File: src/rtl/bcd_pkg.sv
// Shared BCD definitions for both conversion directions (binary<->BCD).
// Contents: digit width and adjust constants, FSM state type for the
// BCD-to-binary converter, and a helper that flags non-decimal digits.
package bcd_pkg;

    localparam int         DIGIT_W = 4;
    localparam logic [3:0] BCD_MAX = 4'd9;
    localparam logic [3:0] ADJ_THR = 4'd8;
    localparam logic [3:0] ADJ_VAL = 4'd3;

    typedef enum logic [1:0] {
        IDLE,
        SHIFT,
        DONE
    } bcd2bin_state_t;

    // A nibble of 0xA..0xF is not a decimal digit.
    function automatic logic digit_invalid(input logic [DIGIT_W-1:0] d);
        return d > BCD_MAX;
    endfunction

endpackage

File: src/rtl/bcd_digit_adj.sv
// Per-digit correction step of reverse double-dabble.
// After a right shift, a digit that received a bit from the digit above
// has gained 8 where it should have gained 5, so 3 is taken back off.
// Ports:
//   d_in   digit after the shift
//   d_out  corrected digit
module bcd_digit_adj
    import bcd_pkg::*;
(
    input  logic [DIGIT_W-1:0] d_in,
    output logic [DIGIT_W-1:0] d_out
);

    assign d_out = (d_in >= ADJ_THR) ? d_in - ADJ_VAL : d_in;

endmodule

File: src/rtl/bcd_to_bin.sv
// Sequential BCD-to-binary converter (reverse double-dabble), one bit per clock.
// Ports:
//   clk      rising-edge clock
//   rst_n    asynchronous active-low reset
//   start    conversion request, honoured only when idle
//   bcd_in   DIGITS packed BCD digits, digit 0 in the low nibble
//   busy     high while a conversion is in flight (SHIFT or DONE)
//   done     one-cycle pulse marking binario/erro as freshly valid
//   erro     a captured digit was not decimal; result forced to zero
//   binario  zero-extended binary result, held until the next done
module bcd_to_bin
    import bcd_pkg::*;
#(
    parameter int DIGITS = 7,
    parameter int BIN_W  = 32
) (
    input  logic                      clk,
    input  logic                      rst_n,
    input  logic                      start,
    input  logic [DIGIT_W*DIGITS-1:0] bcd_in,
    output logic                      busy,
    output logic                      done,
    output logic                      erro,
    output logic [BIN_W-1:0]          binario
);

    localparam int             BCD_W = DIGIT_W * DIGITS;
    localparam int             CNT_W = $clog2(BCD_W);
    localparam logic [CNT_W-1:0] LAST_CNT = CNT_W'(BCD_W - 1);

    bcd2bin_state_t     state_q, state_d;
    logic [CNT_W-1:0]   count_q, count_d;
    logic [BCD_W-1:0]   bcd_sr_q, bcd_sr_d;
    logic [BCD_W-1:0]   bin_sr_q, bin_sr_d;
    logic               err_q, err_d;
    logic               erro_q, erro_d;
    logic [BIN_W-1:0]   binario_q, binario_d;

    // One right shift across the concatenated {bcd, bin} registers.
    logic [2*BCD_W-1:0] cat_shift;
    logic [BCD_W-1:0]   bcd_shift;
    logic [BCD_W-1:0]   bin_shift;
    logic [BCD_W-1:0]   bcd_adj;

    assign cat_shift = {bcd_sr_q, bin_sr_q} >> 1;
    assign bcd_shift = cat_shift[2*BCD_W-1:BCD_W];
    assign bin_shift = cat_shift[BCD_W-1:0];

    for (genvar k = 0; k < DIGITS; k++) begin : g_adj
        bcd_digit_adj u_adj (
            .d_in  (bcd_shift[k*DIGIT_W +: DIGIT_W]),
            .d_out (bcd_adj[k*DIGIT_W +: DIGIT_W])
        );
    end

    always_comb begin
        state_d   = state_q;
        count_d   = count_q;
        bcd_sr_d  = bcd_sr_q;
        bin_sr_d  = bin_sr_q;
        err_d     = err_q;
        erro_d    = erro_q;
        binario_d = binario_q;
        case (state_q)
            IDLE: begin
                if (start) begin
                    state_d  = SHIFT;
                    bcd_sr_d = bcd_in;
                    bin_sr_d = '0;
                    count_d  = '0;
                    err_d    = 1'b0;
                    for (int k = 0; k < DIGITS; k++) begin
                        if (digit_invalid(bcd_in[k*DIGIT_W +: DIGIT_W])) err_d = 1'b1;
                    end
                end
            end
            SHIFT: begin
                bcd_sr_d = bcd_adj;
                bin_sr_d = bin_shift;
                count_d  = count_q + 1'b1;
                // Outputs are loaded from the final shift directly so that
                // no partial result is ever visible on binario.
                if (count_q == LAST_CNT) begin
                    state_d   = DONE;
                    binario_d = err_q ? '0 : BIN_W'(bin_shift);
                    erro_d    = err_q;
                end
            end
            DONE:    state_d = IDLE;
            default: state_d = IDLE;
        endcase
    end

    always_ff @(posedge clk or negedge rst_n) begin
        if (!rst_n) begin
            state_q   <= IDLE;
            count_q   <= '0;
            bcd_sr_q  <= '0;
            bin_sr_q  <= '0;
            err_q     <= 1'b0;
            erro_q    <= 1'b0;
            binario_q <= '0;
        end else begin
            state_q   <= state_d;
            count_q   <= count_d;
            bcd_sr_q  <= bcd_sr_d;
            bin_sr_q  <= bin_sr_d;
            err_q     <= err_d;
            erro_q    <= erro_d;
            binario_q <= binario_d;
        end
    end

    assign busy    = (state_q != IDLE);
    assign done    = (state_q == DONE);
    assign erro    = erro_q;
    assign binario = binario_q;

endmodule

File: config.mk
export PLATFORM = sky130hd
export DESIGN_NAME = bcd_to_bin
export DESIGN_NICKNAME = d
export VERILOG_FILES = /design/src/rtl/bcd_pkg.sv /design/src/rtl/bcd_digit_adj.sv /design/src/rtl/bcd_to_bin.sv
export SDC_FILE = /design/constraint.sdc
export NUM_CORES = 1
export LEC_CHECK = 0
export ABC_AREA = 1
export CORE_ASPECT_RATIO = 0.8
export CORE_MARGIN = 2
export CORE_UTILIZATION = 50
export DETAILED_ROUTE_END_ITERATION = 7
export GPL_TIMING_DRIVEN = 0
export PLACE_DENSITY = 0.75
export SLEW_MARGIN = 20
export SYNTH_ARGS = -nofsm -noshare
export SYNTH_HDL_FRONTEND = slang
export SYNTH_SLANG_ARGS = --single-unit
File: constraint.sdc
create_clock -name clk -period 4.1 [get_ports clk]
set_clock_uncertainty 0.05 [all_clocks]
set_input_delay 0.82 -clock clk [delete_from_list [all_inputs] [get_ports clk]]
set_output_delay 0.82 -clock clk [all_outputs]
set_load 0.01 [all_outputs]
; After elaboration in Yosys (flattened, before gate mapping)
; Index checks and enable logic that the tools add are counted.
[totals]
ff_bits = 97
in_bits = 31
wordCells = 65
[op_classes]
addsub = 8
n_lt_le_gt_ge = 14
eq_ne = 5
mux = 24
reduce_logical = 7
[ops]
columns = op, n
row1 = case mux 28 bit (2 select lines), 2
row2 = two-way mux 28 bit, 3
row3 = "> comparator 4 bit, second input constant", 7
row4 = two-way mux 4 bit, 7
row5 = "greater-or-equal comparator 4 bit, second input constant", 6
row6 = "subtractor 4 x 2 -> 4 bit, second input constant", 6
row7 = case mux 5 bit (2 select lines), 1
row8 = AND reduction 2 bit, 4
row9 = two-way mux 1 bit, 7
row10 = "adder 5 x 1 -> 5 bit, second input constant", 1
row11 = "equality test 5 bit, second input constant", 1
row12 = two-way mux 5 bit, 1
row13 = "greater-or-equal comparator 3 x 4 -> 1 bit, second input constant", 1
row14 = two-way mux 2 bit, 2
row15 = "inequality test 2 bit, second input constant", 2
row16 = case mux 2 bit (2 select lines), 1
row17 = nonzero test 2 bit, 2
row18 = "subtractor 3 x 2 -> 4 bit, second input constant", 1
row19 = "equality test 2 x 1 -> 1 bit, second input constant", 1
row20 = "equality test 2 bit, second input constant", 1
row21 = logical NOT 2 bit, 1

; Depth between registers and ports, before layout
[depth]
word_depth = 8
depth_mapped = 9
depth_no_buf = 7

; Hierarchy
; A second synthesis with hierarchy kept.
[unflattened]
hier_cells = 525
hier_area_um2 = 4438.0
[modules_own_cells]
columns = module, instances, cells_per_inst, area_each_um2
row1 = bcd_to_bin, 1, 413, 3816.2
row2 = bcd_digit_adj, 7, 16, 88.8

; Least setup slack after synthesis
; Ideal clock, no wire load.
[synth_path]
path_type = input -> register
start = in start
end = reg err_q
arrival_ps = 1399
t_required_ps = 3933
slack_ps = 2534
path_stages = 6
n_path_buf = 1
cell_sequence = nand3_1 -> buf_2 -> nor2_1 -> nand2_1 -> nor2_1 -> nor2_1
[synth_between]
elab_chain_len = 1
[synth_lines]
columns = item, line
row1 = from (decl), bcd_to_bin.sv:19  ; input logic start,
row2 = AND reduction 2 bit (no source line), --
row3 = to (signal assigned), bcd_to_bin.sv:108  ; err_q <= err_d;
row4 = to (decl), bcd_to_bin.sv:35  ; logic err_q, err_d;
; No other way between the ends.
; A chain may end at the register's enable or synchronous reset.

; Worst setup path in the final report
[layout_path]
start = reg state_q[1]
end = out done
[layout_between]
elab_chain_len = 1
[layout_lines]
columns = item, line
row1 = from (decl), bcd_to_bin.sv:31  ; bcd2bin_state_t state_q, state_d;
row2 = from (signal assigned), bcd_to_bin.sv:104  ; state_q <= state_d;
row3 = equality test 2 bit, bcd_to_bin.sv:115  ; assign done = (state_q == DONE);
row4 = to (decl), bcd_to_bin.sv:22  ; output logic done,
; No other way between the ends.

==> impl_metrics.env <==
export IMPL_outcome="completed"
export IMPL_numPortBuffers=61
export IMPL_fin_crit_ns=2.32
export IMPL_fp_dieW_um=108
export IMPL_tns_ns=0
export IMPL_critPathArrivalTime_ns=1.45
export IMPL_multi_input_area_um2=1660
export IMPL_clock_sinks=92
export IMPL_worstPathCellList="inv_2 -> nor2_1 -> clkdlybuf4s50_1"
export IMPL_netlist_instances=510
export IMPL_insertedDiodeCount=0
export IMPL_critical_path_top_delay_family="buffers and inverters"
export IMPL_yosysMostFrequentCell="nand2_1"
export IMPL_power_density_nw_per_um2=685
export IMPL_crit_slowest_cell="clkdlybuf4s50_1"
export IMPL_fill_cells=799
export IMPL_r2r_start="count_q[0]$_DFFE_PN0P_"
export IMPL_path_clk_slew_ns=0.10
export IMPL_first_pass_iters=4
export IMPL_regArea_um2=2300
export IMPL_hold_violations=0
export IMPL_drcViolationCount=0
export IMPL_post_route_period_util_pct=56.7
export IMPL_nNetsFinal=630
export IMPL_via_count=3644
export IMPL_critPathKind="reg2out"
export IMPL_syn_avg_cell_area_um2=8.54
export IMPL_start_kind="flop"
export IMPL_slowest_delay_ns=0.54
export IMPL_overflow=0
export IMPL_antenna_found_initial=0
export IMPL_clock_latency_ns=0.37
export IMPL_synth_cell_types=23
export IMPL_critPathRequiredTime_ns=3.23
export IMPL_ir_worst_vdd_v=0.000313
export IMPL_slew_violations=0
export IMPL_end_kind="output pin"
export IMPL_clk_path_buf_depth=2
export IMPL_hold_path_class="in2async"
export IMPL_yosysTopAreaCell="dfrtp_1"
export IMPL_rows=30
export IMPL_track_usage_pct=22.8
export IMPL_r2r_end="binario[5]$_DFFE_PN0P_"
export IMPL_reg2reg_slack_ns=2.42
export IMPL_h_tree_depth=3
export IMPL_worstPathMaxFanout=4
export IMPL_drive_gt1_share_pct=10.0
export IMPL_final_antenna_net_count=0
export IMPL_synth_ff_type="dfrtp_1"
export IMPL_reg2reg_depth=9
export IMPL_finalWeightedCongestion=0.803
export IMPL_p_leak_nw=2.48
export IMPL_dieArea_um2=9470
export IMPL_yosys_warnings=0
export IMPL_utilization_pct=63.0
export IMPL_cts_buffers=9
export IMPL_ctsHoldBuffers=0
export IMPL_fmax_ghz=0.430
export IMPL_synth_top_area_share_pct=52.9
export IMPL_ios=66
export IMPL_start_util_pct=51.3
export IMPL_grt_first_pass_wirelength_mm=16.4
export IMPL_synth_area_leaders="dfrtp_1, nand2_1, o21ai_0, inv_1, o22ai_1"
export IMPL_yosysSeqAreaShare_pct=52.9
export IMPL_synth_enable_flop_cells=0
export IMPL_ys_ff_latch=92
export IMPL_avgViaCountPerCell=5.19
export IMPL_place_hpwl_mm=7.07
export IMPL_syn2layout_area_growth_pct=22.7
export IMPL_wirelength_mm=9.91
export IMPL_die_height_um=87.5
export IMPL_postCtsSetupBuffers=0
export IMPL_cap_violations=0
export IMPL_synthArstFlopShare_pct=100
export IMPL_rsz0062_at_grt="false"
export IMPL_wl_per_cell_um=14.1
export IMPL_grt_pass1_vias=3444
export IMPL_cts_resized=0
export IMPL_initialDrtViolationCount=244
export IMPL_grt_max_degree=66
export IMPL_setup_viol=0
export IMPL_core_area_um2=8480
export IMPL_synthTopCellsByCount="nand2_1, dfrtp_1, inv_1, o21ai_0, nor2_1"
export IMPL_clockRootBuffer="clkbuf_8"
export IMPL_cp_num_buf_inv=2
export IMPL_cts_tree="yes"
export IMPL_synth_area_um2=4350
[cells by family after synthesis]
family,synth area share [%]
AO/OA/AOI/OAI,17.0
adder cells (fa/ha/maj),3.74
other,0.0861
flip-flops,52.9
buffers and inverters,9.26
AND/OR/NAND/NOR,17.1
[cells in the final DEF (no fill, tap or decap), types with 2 or more instances in the layout]
| cell type | synthesis | final |
|---|---|---|
| nand2_1 | 134 | 134 |
| dfrtp_1 | 92 | 92 |
| clkdlybuf4s50_1 | 0 | 60 |
| inv_1 | 58 | 58 |
| o21ai_0 | 55 | 55 |
| nor2_1 | 35 | 35 |
| o22ai_1 | 30 | 30 |
| a21oi_1 | 14 | 14 |
| ha_1 | 13 | 13 |
| buf_2 | 11 | 11 |
| o21ai_1 | 10 | 10 |
| o21ai_2 | 10 | 10 |
| o211ai_1 | 9 | 9 |
| clkbuf_8 | 0 | 9 |
| nand3_1 | 7 | 7 |
| buf_4 | 6 | 6 |
| nor3_1 | 6 | 6 |
| buf_6 | 4 | 5 |
| inv_2 | 4 | 4 |
| clkbuf_1 | 4 | 4 |
| conb_1 | 1 | 4 |
| nand2_2 | 2 | 2 |
| clkbuf_2 | 2 | 2 |
| nor2_4 | 2 | 2 |
| clkinvlp_4 | 0 | 2 |
[worst max path at each step]
stage                                       from                  endpoint  cells past startpoint
after floorplan                            start         err_q$_DFFE_PN0P_                      6
after detailed placement                   start  bcd_sr_q[23]$_DFFE_PN0P_                      6
after global placement                     rst_n   bcd_sr_q[8]$_DFFE_PN0P_                      1
after global routing      state_q[1]$_DFFE_PN0P_                      done                      3
after CTS                 state_q[1]$_DFFE_PN0P_                      done                      3
final                     state_q[1]$_DFFE_PN0P_                      done                      3
[cell type report]
class / count / area share (%)
sequential: 92 / 43.1
timing repair buffer: 62 / 12.0
clock inverter: 6 / 1.38
tap: 112 / 2.62
buffer: 27 / 3.19
inverter: 62 / 4.36
clock buffer: 9 / 2.32
multi-input combinational: 332 / 31.1
[power by group]
group          switching (W)  internal, W  total [W]
combinational       0.000980     0.000618    0.00160
clock               0.000334     0.000286   0.000620
sequential          0.000218      0.00122    0.00144
[through the flow]
| step | cell area [µm²] | hold WS [ns] | worst slack [ns] | total power, W | std cells |
|---|---|---|---|---|---|
| after floorplan | 4360 | 0.403 | 2.53 | 0.00250 | 513 |
| after global placement | 5110 | 0.416 | -1.16 | 0.00295 | 686 |
| after detailed placement | 5140 | 0.420 | 1.81 | 0.00304 | 687 |
| after CTS | 5340 | 0.249 | 1.76 | 0.00366 | 702 |
| after global routing | 5340 | 0.244 | 1.69 | 0.00395 | 702 |
| final | 5340 | 0.249 | 1.78 | 0.00366 | 702 |
[sequential cells by signal (all words and copies together) (netlist names)]
| signal | flops |
|---|---|
| binario | 28 |
| erro | 1 |
| err_q | 1 |
| state_q | 2 |
| count_q | 5 |
| bcd_sr_q | 28 |
| bin_sr_q | 27 |
[routing by layer]
| layer | GRT usage (%) | part of all wire [%] |
|---|---|---|
| met2 | 36.9 | 47 |
| met1 | 30.8 | 45 |
| met3 | 4.64 | 6.9 |
| met5 | 0 | 0 |
| met4 | 7.58 | 1.3 |
Power figures use the tool's default switching activity.
